--- config.mk ---
export PLATFORM = sky130hd
export DESIGN_NAME = chick_turn_ctrl_flat
export DESIGN_NICKNAME = d
export VERILOG_FILES = /design/src/rtl/chick_pkg.sv /design/src/rtl/chick_turn_ctrl_if.sv /design/src/rtl/track_pic_rom.sv /design/src/rtl/chick_turn_ctrl.sv /design/src/flat_wrapper.sv
export SDC_FILE = /design/constraint.sdc
export NUM_CORES = 1
export LEC_CHECK = 0
export CELL_PAD_IN_SITES_DETAIL_PLACEMENT = 1
export CELL_PAD_IN_SITES_GLOBAL_PLACEMENT = 1
export CORE_MARGIN = 3
export CORE_UTILIZATION = 43
export DETAILED_ROUTE_END_ITERATION = 10
export PLACE_DENSITY_LB_ADDON = 0.1
export SLEW_MARGIN = 20
export SYNTH_ARGS = -nofsm -noshare
export SYNTH_HDL_FRONTEND = slang
export SYNTH_SLANG_ARGS = --single-unit
--- constraint.sdc ---
create_clock -name B -period 7.7 [get_ports B]
set_input_delay 0.77 -clock B [delete_from_list [all_inputs] [get_ports B]]
set_output_delay 0.77 -clock B [all_outputs]
set_load 0.005 [all_outputs]
--- src/rtl/chick_pkg.sv ---
// Shared constants, state encoding and track arithmetic
// for the chicken race turn controller.
package chick_pkg;

    localparam int TRACK_LEN   = 24;
    localparam int PIC_W       = 4;
    localparam int MAX_PLAYERS = 4;
    localparam int PLR_W       = 2;
    localparam int POS_W       = 5;

    typedef enum logic [1:0] {
        WAIT_CARD = 2'd0,
        SEEK      = 2'd1,
        MOVE      = 2'd2,
        NEXT      = 2'd3
    } state_e;

    function automatic logic [POS_W-1:0] wrap_pos(input logic [5:0] s);
        logic [5:0] r;
        r = s;
        if (s >= 6'(TRACK_LEN))
            r = s - 6'(TRACK_LEN);
        return r[POS_W-1:0];
    endfunction

endpackage

--- src/rtl/chick_turn_ctrl_if.sv ---
// Card input, counter feedback and advance-enable bundle
// between the game board and the turn controller.
interface chick_turn_ctrl_if;
    import chick_pkg::*;

    logic [3:0]       N;
    logic             card_valid;
    logic [PIC_W-1:0] card_pic;
    logic [4:0]       p1_cnt;
    logic [4:0]       p2_cnt;
    logic [4:0]       p3_cnt;
    logic [4:0]       p4_cnt;
    logic             p_da1;
    logic             p_da2;
    logic             p_da3;
    logic             p_da4;
    logic [1:0]       cur_player;
    logic             busy;
    logic             hit;
    logic             miss;

    modport master (
        output N, card_valid, card_pic,
        output p1_cnt, p2_cnt, p3_cnt, p4_cnt,
        input  p_da1, p_da2, p_da3, p_da4,
        input  cur_player, busy, hit, miss
    );

    modport slave (
        input  N, card_valid, card_pic,
        input  p1_cnt, p2_cnt, p3_cnt, p4_cnt,
        output p_da1, p_da2, p_da3, p_da4,
        output cur_player, busy, hit, miss
    );

endinterface

--- src/rtl/track_pic_rom.sv ---
// Tile picture lookup: pic(i) = i mod 12 on the track,
// off-track indices return all-ones which no card carries.
module track_pic_rom
    import chick_pkg::*;
(
    input  logic [POS_W-1:0] idx_i,
    output logic [PIC_W-1:0] pic_o
);

    always_comb begin
        pic_o = '1;
        if (idx_i < 5'(TRACK_LEN)) begin
            if (idx_i >= 5'd12)
                pic_o = PIC_W'(idx_i - 5'd12);
            else
                pic_o = PIC_W'(idx_i);
        end
    end

endmodule

--- src/rtl/chick_turn_ctrl.sv ---
// Turn/move controller: seeks the current player's target tile,
// then drives that player's advance enable for the hop distance.
module chick_turn_ctrl
    import chick_pkg::*;
(
    input logic              B,
    input logic              rst,
    chick_turn_ctrl_if.slave bus
);

    state_e             state_q, state_d;
    logic [PLR_W-1:0]   cur_q, cur_d;
    logic [2:0]         off_q, off_d;
    logic [2:0]         dist_q, dist_d;
    logic [PIC_W-1:0]   card_q, card_d;
    logic [3:0]         pda_q, pda_d;

    logic [POS_W-1:0]   pos [MAX_PLAYERS];
    logic [2:0]         neff;
    logic [POS_W-1:0]   probe;
    logic [PIC_W-1:0]   probe_pic;
    logic               occ;
    logic               hit_c, miss_c;

    assign pos[0] = bus.p1_cnt;
    assign pos[1] = bus.p2_cnt;
    assign pos[2] = bus.p3_cnt;
    assign pos[3] = bus.p4_cnt;

    assign neff  = (bus.N >= 4'd2 && bus.N <= 4'd4) ? bus.N[2:0] : 3'd2;
    assign probe = wrap_pos({1'b0, pos[cur_q]} + {3'b0, off_q});

    track_pic_rom u_rom (
        .idx_i (probe),
        .pic_o (probe_pic)
    );

    // Only other active players block a tile.
    always_comb begin
        occ = 1'b0;
        for (int j = 0; j < MAX_PLAYERS; j++) begin
            if (j != int'(cur_q) && j < int'(neff) && pos[j] == probe)
                occ = 1'b1;
        end
    end

    always_comb begin
        state_d = state_q;
        cur_d   = cur_q;
        off_d   = off_q;
        dist_d  = dist_q;
        card_d  = card_q;
        pda_d   = pda_q;
        hit_c   = 1'b0;
        miss_c  = 1'b0;
        unique case (state_q)
            WAIT_CARD: begin
                if (bus.card_valid) begin
                    card_d  = bus.card_pic;
                    off_d   = 3'd1;
                    state_d = SEEK;
                end
            end
            SEEK: begin
                if (occ) begin
                    off_d = off_q + 3'd1;
                end else if (probe_pic == card_q) begin
                    hit_c   = 1'b1;
                    dist_d  = off_q;
                    pda_d   = 4'b0001 << cur_q;
                    state_d = MOVE;
                end else begin
                    miss_c  = 1'b1;
                    state_d = NEXT;
                end
            end
            MOVE: begin
                if (dist_q <= 3'd1) begin
                    dist_d  = 3'd0;
                    pda_d   = 4'b0000;
                    state_d = WAIT_CARD;
                end else begin
                    dist_d = dist_q - 3'd1;
                end
            end
            NEXT: begin
                if ({1'b0, cur_q} >= neff - 3'd1)
                    cur_d = '0;
                else
                    cur_d = cur_q + 2'd1;
                state_d = WAIT_CARD;
            end
            default: state_d = WAIT_CARD;
        endcase
    end

    always_ff @(posedge B or negedge rst) begin
        if (!rst) begin
            state_q <= WAIT_CARD;
            cur_q   <= '0;
            off_q   <= '0;
            dist_q  <= '0;
            card_q  <= '0;
            pda_q   <= '0;
        end else begin
            state_q <= state_d;
            cur_q   <= cur_d;
            off_q   <= off_d;
            dist_q  <= dist_d;
            card_q  <= card_d;
            pda_q   <= pda_d;
        end
    end

    assign bus.p_da1      = pda_q[0];
    assign bus.p_da2      = pda_q[1];
    assign bus.p_da3      = pda_q[2];
    assign bus.p_da4      = pda_q[3];
    assign bus.cur_player = cur_q;
    assign bus.busy       = (state_q != WAIT_CARD);
    assign bus.hit        = hit_c;
    assign bus.miss       = miss_c;

endmodule
--- src/flat_wrapper.sv ---
// flat-port wrapper written by rule: the top's interface ports become plain ports
module chick_turn_ctrl_flat import chick_pkg::*;
  (B, rst, bus_N, bus_card_valid, bus_card_pic, bus_p1_cnt, bus_p2_cnt, bus_p3_cnt, bus_p4_cnt, bus_p_da1, bus_p_da2, bus_p_da3, bus_p_da4, bus_cur_player, bus_busy, bus_hit, bus_miss);
  chick_turn_ctrl_if bus_i ();
  input logic B;
  input logic rst;
  input wire logic [$bits(bus_i.N)-1:0] bus_N;
  input wire logic [$bits(bus_i.card_valid)-1:0] bus_card_valid;
  input wire logic [$bits(bus_i.card_pic)-1:0] bus_card_pic;
  input wire logic [$bits(bus_i.p1_cnt)-1:0] bus_p1_cnt;
  input wire logic [$bits(bus_i.p2_cnt)-1:0] bus_p2_cnt;
  input wire logic [$bits(bus_i.p3_cnt)-1:0] bus_p3_cnt;
  input wire logic [$bits(bus_i.p4_cnt)-1:0] bus_p4_cnt;
  output wire logic [$bits(bus_i.p_da1)-1:0] bus_p_da1;
  output wire logic [$bits(bus_i.p_da2)-1:0] bus_p_da2;
  output wire logic [$bits(bus_i.p_da3)-1:0] bus_p_da3;
  output wire logic [$bits(bus_i.p_da4)-1:0] bus_p_da4;
  output wire logic [$bits(bus_i.cur_player)-1:0] bus_cur_player;
  output wire logic [$bits(bus_i.busy)-1:0] bus_busy;
  output wire logic [$bits(bus_i.hit)-1:0] bus_hit;
  output wire logic [$bits(bus_i.miss)-1:0] bus_miss;
  assign bus_i.N = bus_N;
  assign bus_i.card_valid = bus_card_valid;
  assign bus_i.card_pic = bus_card_pic;
  assign bus_i.p1_cnt = bus_p1_cnt;
  assign bus_i.p2_cnt = bus_p2_cnt;
  assign bus_i.p3_cnt = bus_p3_cnt;
  assign bus_i.p4_cnt = bus_p4_cnt;
  assign bus_p_da1 = bus_i.p_da1;
  assign bus_p_da2 = bus_i.p_da2;
  assign bus_p_da3 = bus_i.p_da3;
  assign bus_p_da4 = bus_i.p_da4;
  assign bus_cur_player = bus_i.cur_player;
  assign bus_busy = bus_i.busy;
  assign bus_hit = bus_i.hit;
  assign bus_miss = bus_i.miss;
  chick_turn_ctrl u_core (.B(B), .rst(rst), .bus(bus_i));
endmodule
==> metrics.csv, run 1 <==
metric;value;unit
io_buffers;39;
rows;23;
overflow;0;
synth_top_area_share;23.05;%
cts_max_path_buffers;2;
clock-root-buffer;clkbuf_8;
fmaxAchievable;158.9;MHz
holdWs;507.1;ps
drt-pass1-iter-count;4;
clock_latency;250;ps
tns;0;ps
placed_cells;285;
synth_area_leaders;dfrtp_1, ha_1, mux4_2, xor2_1, xnor2_1;
drc;0;
dp_hpwl;4795;µm
drv_cap;0;
post_cts_buffers;0;
grt_max_degree;19;
status;finished clean;
post_drt_via_cell_ratio;6.225;
ys.flop_type;dfrtp_1;
num_vias;1799;
min_period_over_period;81.74;%
dp_slack;1464;ps
gr-usage-met1;28.04;%
synth_cell_types;66;
antenna_found_initial;0;
reg2regPathDepth;17;
mostFrequentLayoutCells;clkdlybuf4s50_1, ha_1, dfrtp_1;
syn-mean-instance-area;9.627;µm²
hold_viol_final;0;
stdcell_count;289;
slew_headroom;41.85;%
detail-route-antenna-nets;0;
p_total;940.6;µW
synthCells;203;
syn-num-nets;253;
fin_nets;290;
antenna_cells;0;
grt_pass1_vias;1946;
clk_pin_slew;70;ps
synth_edf_count;0;
post-route-util;57.59;%
rsz0062_at_grt;no;
synth_top_area_cell;dfrtp_1;
cts_sinks;18;
top_usage_layer;met2;
htreeDepth;1;
tightest_slew;869.5;ps
leakagePower;0.9930;nW
wl_per_cell;20.42;µm
gp_congestion;0.8260;
io_pins;40;
cts_tree;yes;
fp.dieH;73.42;µm
postPlaceCellArea;2365;µm²
cp.arrival;5520;ps
min_path_type;register to register;
netlist_area;1954;µm²
seq_area_frac_synth;23.05;%
grt_usage;23.01;%
initial_core_util;46.52;%
numCtsBuffers;3;
postCtsHoldBufs;0;
worst_slack;1406;ps
routed_wl;5902;µm
ctsResizeCount;0;
gr-usage-met3;3.146;%
holdPathStages;1;
drtIter0Drc;66;
ys_ff_latch;18;
p_per_area;388.7;nW/µm²
required;6930;ps
grt_use_met2;41.31;%
grt_pass1_wl;9549;µm
fin_area;2420;µm²
drive_above_1_share;11.72;%
core;4202;µm²
finClkSkew;3.196;ps
layout-area-overhead-vs-synth;23.82;%
drv_slew;0;
die_area;5390;µm²
cp-end-kind;primary output;
min_period;6294;ps
fillers;475;
final_common_cell;clkdlybuf4s50_1;
cp-start-kind;primary input;
async_reset_ff_share;100.0;%
die_x;73.42;µm
setup_viol_count_final;0;
vdd_ir_drop_max;0.1817;mV
path_class;primary input to primary output;
crit_path_max_fanout;9;
ys_warn_count;0;
-- kinds of logic after synthesis --
kind of cell | count (synthesis) | share of synthesized area (%)
flip-flops | 18 | 23.05
AND/OR/NAND/NOR | 54 | 18.06
XOR/XNOR | 21 | 9.411
adder cells (fa/ha/maj) | 20 | 13.06
multiplexers | 11 | 9.219
buffers and inverters | 23 | 5.249
AO/OA/AOI/OAI | 56 | 21.96
-- Yosys cell counts (all sizes together) (2+ instances only) --
master and number:
dfrtp 18, clkbuf 4, buf 3, inv 16, nand2 10, xor2 12
o31ai 2, xnor2 9, or2 2, nor2 5, nand4 3, ha 18
a21boi 4, o211ai 4, nor4 3, mux2 6, a22o 4, and3b 3
nand3 2, mux4 5, or3 4, and3 2, o21ai 11, a21oi 8
nand2b 3, a21o 2, nor3 6, o2111ai 3, o22ai 6, and2 2
-- routing by layer --
layer	share of wire, %	vias up
met2	51	64
li1	-	831
met4	1.7	0
met5	0	-
met1	42	894
met3	5.5	10
-- cell type report --
| class | count | area [µm²] | share of cell area (%) |
|---|---|---|---|
| tap | 50 | 62.56 | 2.585 |
| sequential | 18 | 450.4 | 18.61 |
| multi-input combinational | 162 | 1401 | 57.91 |
| clock buffer | 4 | 55.05 | 2.275 |
| timing repair buffer | 39 | 390.4 | 16.13 |
| inverter | 16 | 60.06 | 2.482 |
-- path summary, 6_finish.rpt --
path,start,endpoint,slack [ps]
worst min-delay path,u_core.dist_q[1],u_core.dist_q[1],510
worst min register to register,u_core.dist_q[1],u_core.dist_q[1],510
worst max register to register,u_core.bus.cur_player[0],u_core.pda_q[2],2470
max in group asynchronous,rst,u_core.state_q[1],6150
worst max-delay path,bus_p4_cnt[0],bus_hit,1410
min in group asynchronous,rst,u_core.off_q[2],1010
-- sequential cells by signal, indices dropped and copies added, names as in the netlist --
| register | count |
|---|---|
| u_core.off_q | 3 |
| u_core.dist_q | 3 |
| u_core.state_q | 2 |
| u_core.pda_q | 4 |
| u_core.bus.cur_player | 2 |
| u_core.card_q | 4 |
-- critical path: stages --
cell and delay, ps:
clkdlybuf4s50_1 450, mux4_2 500, ha_1 240, fa_1 440
a2111o_1 380, a21oi_1 180, o21ai_2 150, nand2_2 90
ha_1 160, or3b_2 450, nand2_1 90, maj3_1 180
o22ai_1 80, or3_1 370, a21oi_1 140, nor4b_2 290
clkdlybuf4s50_1 570
-- report_power, final --
part	switching (mW)	internal [mW]
clock network	0.0310	0.0454
registers	0.0430	0.127
logic	0.386	0.308
total	0.460	0.480
(Power assumes the default switching activity.)
==> inputs of run 2 (changes only) <==
Settings changed: CORE_UTILIZATION 43 to 36.
Clock period 7.7 ns to 5.66 ns, I/O delays scaled along.
==> metrics.csv, run 2 (synthesis results as in run 1) <==
metric;value;unit;change
status;finished clean;;unchanged
grt_usage;18.62;%;was 23.01%
die_area;6349;µm²;was 5390 µm²
drv_slew;0;;unchanged
grt_pass1_vias;1907;;was 1946
switching_share;47.38;%;was 48.94%
layout-area-overhead-vs-synth;31.56;%;was 23.82%
drive_above_1_share;17.53;%;was 11.72%
dp_hpwl;4591;µm;was 4795 µm
finClkSkew;4.038;ps;was 3.196 ps
numCtsBuffers;3;;unchanged
cp-end-kind;primary output;;unchanged
setup_viol_count_final;0;;unchanged
leakagePower;1.093;nW;was 0.9930 nW
cts_sinks;18;;unchanged
stdcell_count;321;;was 289
worstHoldStart;u_core.dist_q[1];;unchanged
clkPwrFrac;7.9;%;was 8.1%
min_period;5254;ps;
crit_chain;clkdlybuf4s50_1 > mux4_2 > ha_1 > fa_1 > a2111o_1 > a21oi_2 > o21ai_2 > nand2_2 > ha_1 > or3b_2 > nand2_1 > maj3_1 > o22ai_2 > or3_1 > and2_4 > nor3_2 > nor3_1 > dlymetal6s2s_1;;was clkdlybuf4s50_1 > mux4_2 > ha_1 > fa_1 > a2111o_1 > a21oi_1 > o21ai_2 > nand2_2 > ha_1 > or3b_2 > nand2_1 > maj3_1 > o22ai_1 > or3_1 > a21oi_1 > nor4b_2 > clkdlybuf4s50_1
cts_max_path_buffers;2;;unchanged
fp.dieH;79.68;µm;was 73.42 µm
vdd_ir_drop_max;0.1437;mV;was 0.1817 mV
slowest_delay;470;ps;was 570 ps
drtIter0Drc;84;;was 66
post_drt_via_cell_ratio;5.461;;was 6.225
holdPathEnd;u_core.dist_q[1];;unchanged
wl_per_cell;17.25;µm;was 20.42 µm
fin_area;2571;µm²;was 2420 µm²
post_cts_buffers;0;;unchanged
hold_viol_final;0;;unchanged
antenna_found_initial;0;;unchanged
grt_pass1_wl;9370;µm;was 9549 µm
io_pins;40;;unchanged
reg2regPathDepth;17;;unchanged
r2r-end;u_core.dist_q[1];;was u_core.pda_q[2]
postCtsHoldBufs;0;;unchanged
reg.largest.list;u_core.card_q: 4 flops, u_core.pda_q: 4 flops;;unchanged
required;5090;ps;was 6930 ps
worst_slack;405.9;ps;was 1406 ps
fin_nets;302;;was 290
cp.arrival;4690;ps;was 5520 ps
rsz0062_at_grt;no;;unchanged
placed_cells;317;;was 285
crit_path_max_fanout;2;;was 9
p_total;1.364;mW;was 940.6 µW
fmaxAchievable;190.3;MHz;
rows;26;;was 23
intPower;717.5;µW;was 480.3 µW
cp_top_family;simple AND/OR/NAND/NOR gates;;unchanged
drv_cap;0;;unchanged
detail-route-antenna-nets;0;;unchanged
cp-start-kind;primary input;;unchanged
p_per_area;530.3;nW/µm²;was 388.7 nW/µm²
htreeDepth;1;;unchanged
mostFrequentLayoutCells;clkdlybuf4s50_1, ha_1, dfrtp_1;;unchanged
sequentialPowerShare;16.6;%;was 18.1%
routed_wl;5536;µm;was 5902 µm
overflow;0;;unchanged
clock_latency;260;ps;was 250 ps
share_comb_of_total_power;75.5;%;was 73.8%
core;5172;µm²;was 4202 µm²
holdPathStages;1;;unchanged
rr_startpoint;u_core.bus.cur_player[0];;unchanged
drc;0;;unchanged
drt-pass1-iter-count;3;;was 4
grt_max_degree;19;;unchanged
reg2reg_slack;780;ps;was 2470 ps
path_class;primary input to primary output;;unchanged
initial_core_util;37.78;%;was 46.52%
cts_tree;yes;;unchanged
path_buf_inv;2;;unchanged
min_path_type;register to register;;unchanged
final_common_cell;clkdlybuf4s50_1;;unchanged
fillers;589;;was 475
cp_slowest_cell;mux4_2;;was clkdlybuf4s50_1
die_x;79.68;µm;was 73.42 µm
io_buffers;39;;unchanged
slew_headroom;41.36;%;was 41.85%
gp_congestion;0.8256;;was 0.8260
antenna_cells;0;;unchanged
min_period_over_period;92.83;%;
num_vias;1753;;was 1799
clock-root-buffer;clkbuf_8;;unchanged
switching_power;646.1;µW;was 460.3 µW
cp_common_cell;ha_1;;
tightest_slew;876.8;ps;was 869.5 ps
dp_slack;-34.48;ps;was 1464 ps
postPlaceCellArea;2480;µm²;was 2365 µm²
clk_pin_slew;70;ps;about the same
run 2: repair_timing:
| item | in CTS | in global routing |
|---|---|---|
| gates resized for setup | 2 | 6 |
| gates cloned | 0 | 0 |
| endpoints found under the setup margin | 1 | 2 |
run 2: area by class of cell:
type | instances | area [µm²] | share of cell area [%]
clock buffer | 4 | 55.05 | 2.141
inverter | 16 | 60.06 | 2.336
multi-input combinational | 162 | 1433 | 55.72
sequential | 18 | 450.4 | 17.52
tap | 70 | 87.58 | 3.406
timing repair buffer | 51 | 485.5 | 18.88
run 2: power by group through the flow:
stage	Clock [mW]	Sequential (mW)	Combinational (mW)
after floorplan	0	0.212	0.703
after global placement	0	0.226	0.973
after detailed placement	0	0.229	0.993
after CTS	0.112	0.227	1.02
after global routing	0.115	0.236	1.15
final	0.108	0.226	1.03
run 2: worst max path at each step:
stage | depth (start not counted) | to | from
global route | 17 | bus_hit | bus_p4_cnt[0]
floorplan | 18 | u_core.dist_q[0] | u_core.bus.cur_player[0]
detailed placement | 17 | bus_hit | bus_p1_cnt[0]
CTS | 17 | bus_hit | bus_p1_cnt[0]
global placement | 17 | bus_hit | bus_p1_cnt[0]
finish | 18 | bus_miss | bus_p1_cnt[0]
run 2: metal layers:
metal,up-vias,routed length [µm],global-route usage [%]
li1,863,-,-
met1,860,2614,24.55
met2,26,2751,32.80
met3,4,142,2.709
met4,0,27,2.577
met5,-,0,0
run 2: stage by stage:
| stage | util (%) | setup TNS (ps) | hold slack (ps) |
|---|---|---|---|
| after CTS | 49.32 | 0 | 517.3 |
| final | 49.71 | 0 | 508.5 |
| after global routing | 49.71 | 0 | 532.4 |
| after floorplan | - | 0 | 270.4 |
| after detailed placement | 47.94 | -34.48 | 489.6 |
| after global placement | 47.94 | 0 | 477.9 |
run 2: worst reg2reg max path, stage by stage, from the launching register on:
cell,delay (ps)
dfrtp_1,460
mux4_2,530
ha_1,220
fa_1,390
a2111o_1,400
a21oi_2,150
o21ai_2,80
nand2_2,70
ha_1,150
or3b_2,460
nand2_1,90
maj3_1,170
o22ai_2,70
or3_1,370
and2_4,190
o41ai_4,490
nand2_2,140
mux2_1,340
==> inputs of run 3 (changes only) <==
Settings changed: CORE_UTILIZATION 36 to 40, CTS_BUF_LIST from default to sky130_fd_sc_hd__clkbuf_8 sky130_fd_sc_hd__clkbuf_16.
Clock period 5.66 ns to 6 ns, I/O delays scaled along.
==> metrics.csv, run 3 (synthesis results as in run 1) <==
metric;value;unit;change
rr_startpoint;u_core.bus.cur_player[0];;unchanged
fp.dieH;75.90;µm;was 79.68 µm
post-route-util;54.42;%;was 49.71%
regArea;450.4;µm²;unchanged
worst_slack;214.5;ps;was 405.9 ps
p_per_area;505.4;nW/µm²;was 530.3 nW/µm²
fmaxAchievable;172.8;MHz;
required;5400;ps;was 5090 ps
reg.largest.list;u_core.card_q: 4 flops, u_core.pda_q: 4 flops;;unchanged
rows;24;;was 26
grt_max_degree;19;;unchanged
cts_sinks;18;;unchanged
switching_power;620.9;µW;was 646.1 µW
grt_usage;20.45;%;was 18.62%
drive_above_1_share;13.45;%;was 17.53%
gp_congestion;0.7956;;was 0.8256
post_cts_buffers;0;;unchanged
status;finished clean;;unchanged
io_buffers;39;;unchanged
drv_cap;0;;unchanged
tightest_slew;851.9;ps;was 876.8 ps
routed_wl;5879;µm;was 5536 µm
holdPathEnd;u_core.dist_q[1];;unchanged
io_pins;40;;unchanged
setup.worst_path.start;bus_p1_cnt[0];;unchanged
antenna_found_initial;0;;unchanged
clk_pin_slew;60;ps;was 70 ps
min_period_over_period;96.43;%;
post_drt_via_cell_ratio;5.980;;was 5.461
setup_viol_count_final;0;;unchanged
clock_latency;260;ps;about the same
drv_slew;0;;unchanged
path_class;primary input to primary output;;unchanged
vdd_ir_drop_max;0.1654;mV;was 0.1437 mV
overflow;0;;unchanged
min_path_type;register to register;;unchanged
drtIter0Drc;67;;was 84
switching_share;49.79;%;was 47.38%
fin_area;2467;µm²;was 2571 µm²
rsz0062_at_grt;no;;unchanged
holdPathStages;1;;unchanged
dp_hpwl;4824;µm;was 4591 µm
reg2regPathDepth;17;;unchanged
multiInputGateArea;1441;µm²;was 1433 µm²
hold_viol_final;0;;unchanged
final_common_cell;clkdlybuf4s50_1;;unchanged
wl_per_cell;19.40;µm;was 17.25 µm
tns;0;ps;unchanged
finClkSkew;7.479;ps;was 4.038 ps
slew_headroom;43.03;%;was 41.36%
reg2reg_slack;730;ps;was 780 ps
postCtsHoldBufs;0;;unchanged
worstHoldStart;u_core.dist_q[1];;unchanged
drc;0;;unchanged
cp_slowest_cell;mux4_2;;unchanged
dp_slack;24.15;ps;was -34.48 ps
detail-route-antenna-nets;0;;unchanged
htreeDepth;1;;unchanged
grt_pass1_wl;9722;µm;was 9370 µm
sequentialPowerShare;17.8;%;was 16.6%
grt_pass1_vias;1953;;was 1907
clkPwrFrac;6.9;%;was 7.9%
share_comb_of_total_power;75.3;%;was 75.5%
r2r-end;u_core.pda_q[0];;was u_core.dist_q[1]
slowest_delay;490;ps;was 470 ps
crit_path_max_fanout;9;;was 2
postPlaceCellArea;2384;µm²;was 2480 µm²
antenna_cells;0;;unchanged
initial_core_util;43.10;%;was 37.78%
crit_chain;clkdlybuf4s50_1 > mux4_2 > ha_1 > fa_2 > a2111o_1 > a21oi_2 > o21ai_4 > nand2_2 > ha_1 > or3b_2 > nand2_1 > maj3_1 > o22ai_1 > or3_1 > and2_4 > nor3_2 > nor3_2 > clkdlybuf4s50_1;;was clkdlybuf4s50_1 > mux4_2 > ha_1 > fa_1 > a2111o_1 > a21oi_2 > o21ai_2 > nand2_2 > ha_1 > or3b_2 > nand2_1 > maj3_1 > o22ai_2 > or3_1 > and2_4 > nor3_2 > nor3_1 > dlymetal6s2s_1
clock-root-buffer;clkbuf_8;;unchanged
fillers;513;;was 589
fin_nets;290;;was 302
mostFrequentLayoutCells;clkdlybuf4s50_1, ha_1, dfrtp_1;;unchanged
cp.arrival;5190;ps;was 4690 ps
num_vias;1812;;was 1753
drt-pass1-iter-count;4;;was 3
cp-end-kind;primary output;;unchanged
min_period;5786;ps;
cts_tree;yes;;unchanged
die_area;5761;µm²;was 6349 µm²
core;4534;µm²;was 5172 µm²
layout-area-overhead-vs-synth;26.25;%;was 31.56%
intPower;626.1;µW;was 717.5 µW
leakagePower;1.013;nW;was 1.093 nW
die_x;75.90;µm;was 79.68 µm
p_total;1.247;mW;was 1.364 mW
ctsResizeCount;0;;was 2
cts_max_path_buffers;2;;unchanged
numCtsBuffers;3;;unchanged
cp-start-kind;primary input;;unchanged
==> run 3: layout make-up <==
cell class,count,share of cell area (%)
multi-input cells,162,58.42
repair buffers,39,15.92
well taps,65,3.296
flip-flops and latches,18,18.26
clock buffers,3,1.673
inverters,16,2.434
==> run 3: critical path, delay by kind of cell <==
| kind | cells | cell delay (ps) |
|---|---|---|
| fa+ha+maj | 4 | 950 |
| compound gates | 4 | 810 |
| mux | 1 | 490 |
| simple gates | 7 | 1440 |
| buf+inv | 2 | 910 |
==> run 3: worst max path at each step <==
stage                                  end  depth (start not counted)  slack, ps
after floorplan           u_core.dist_q[0]                         17       1270
after global routing              bus_miss                         18         30
after global placement             bus_hit                         17        220
after CTS                          bus_hit                         17         10
final                             bus_miss                         18        210
after detailed placement           bus_hit                         17         20
==> run 3: metal layers <==
metal	global-route usage [%]	routed length [µm]	share of wire [%]
met5	0	0	0
met4	5.254	73	1.2
met2	36.88	3024	51
met3	4.028	207	3.5
met1	24.85	2574	44
==> run 3: power groups by stage <==
stage                     sequential, mW  clock (mW)  combinational, mW
final                              0.221      0.0865              0.939
after global routing               0.229      0.0949               1.02
after CTS                          0.221      0.0868              0.891
after detailed placement           0.223           0              0.881
after global placement             0.217           0              0.826
after floorplan                    0.200           0              0.663
==> run 3: stage by stage <==
step | hold WS (ps) | std cells
4_1_cts | 501.5 | 303
5_1_grt | 516.7 | 303
6_report | 497.6 | 303
3_5_place_dp | 487.2 | 300
2_1_floorplan | 304.4 | 203
3_3_place_gp | 475.9 | 300
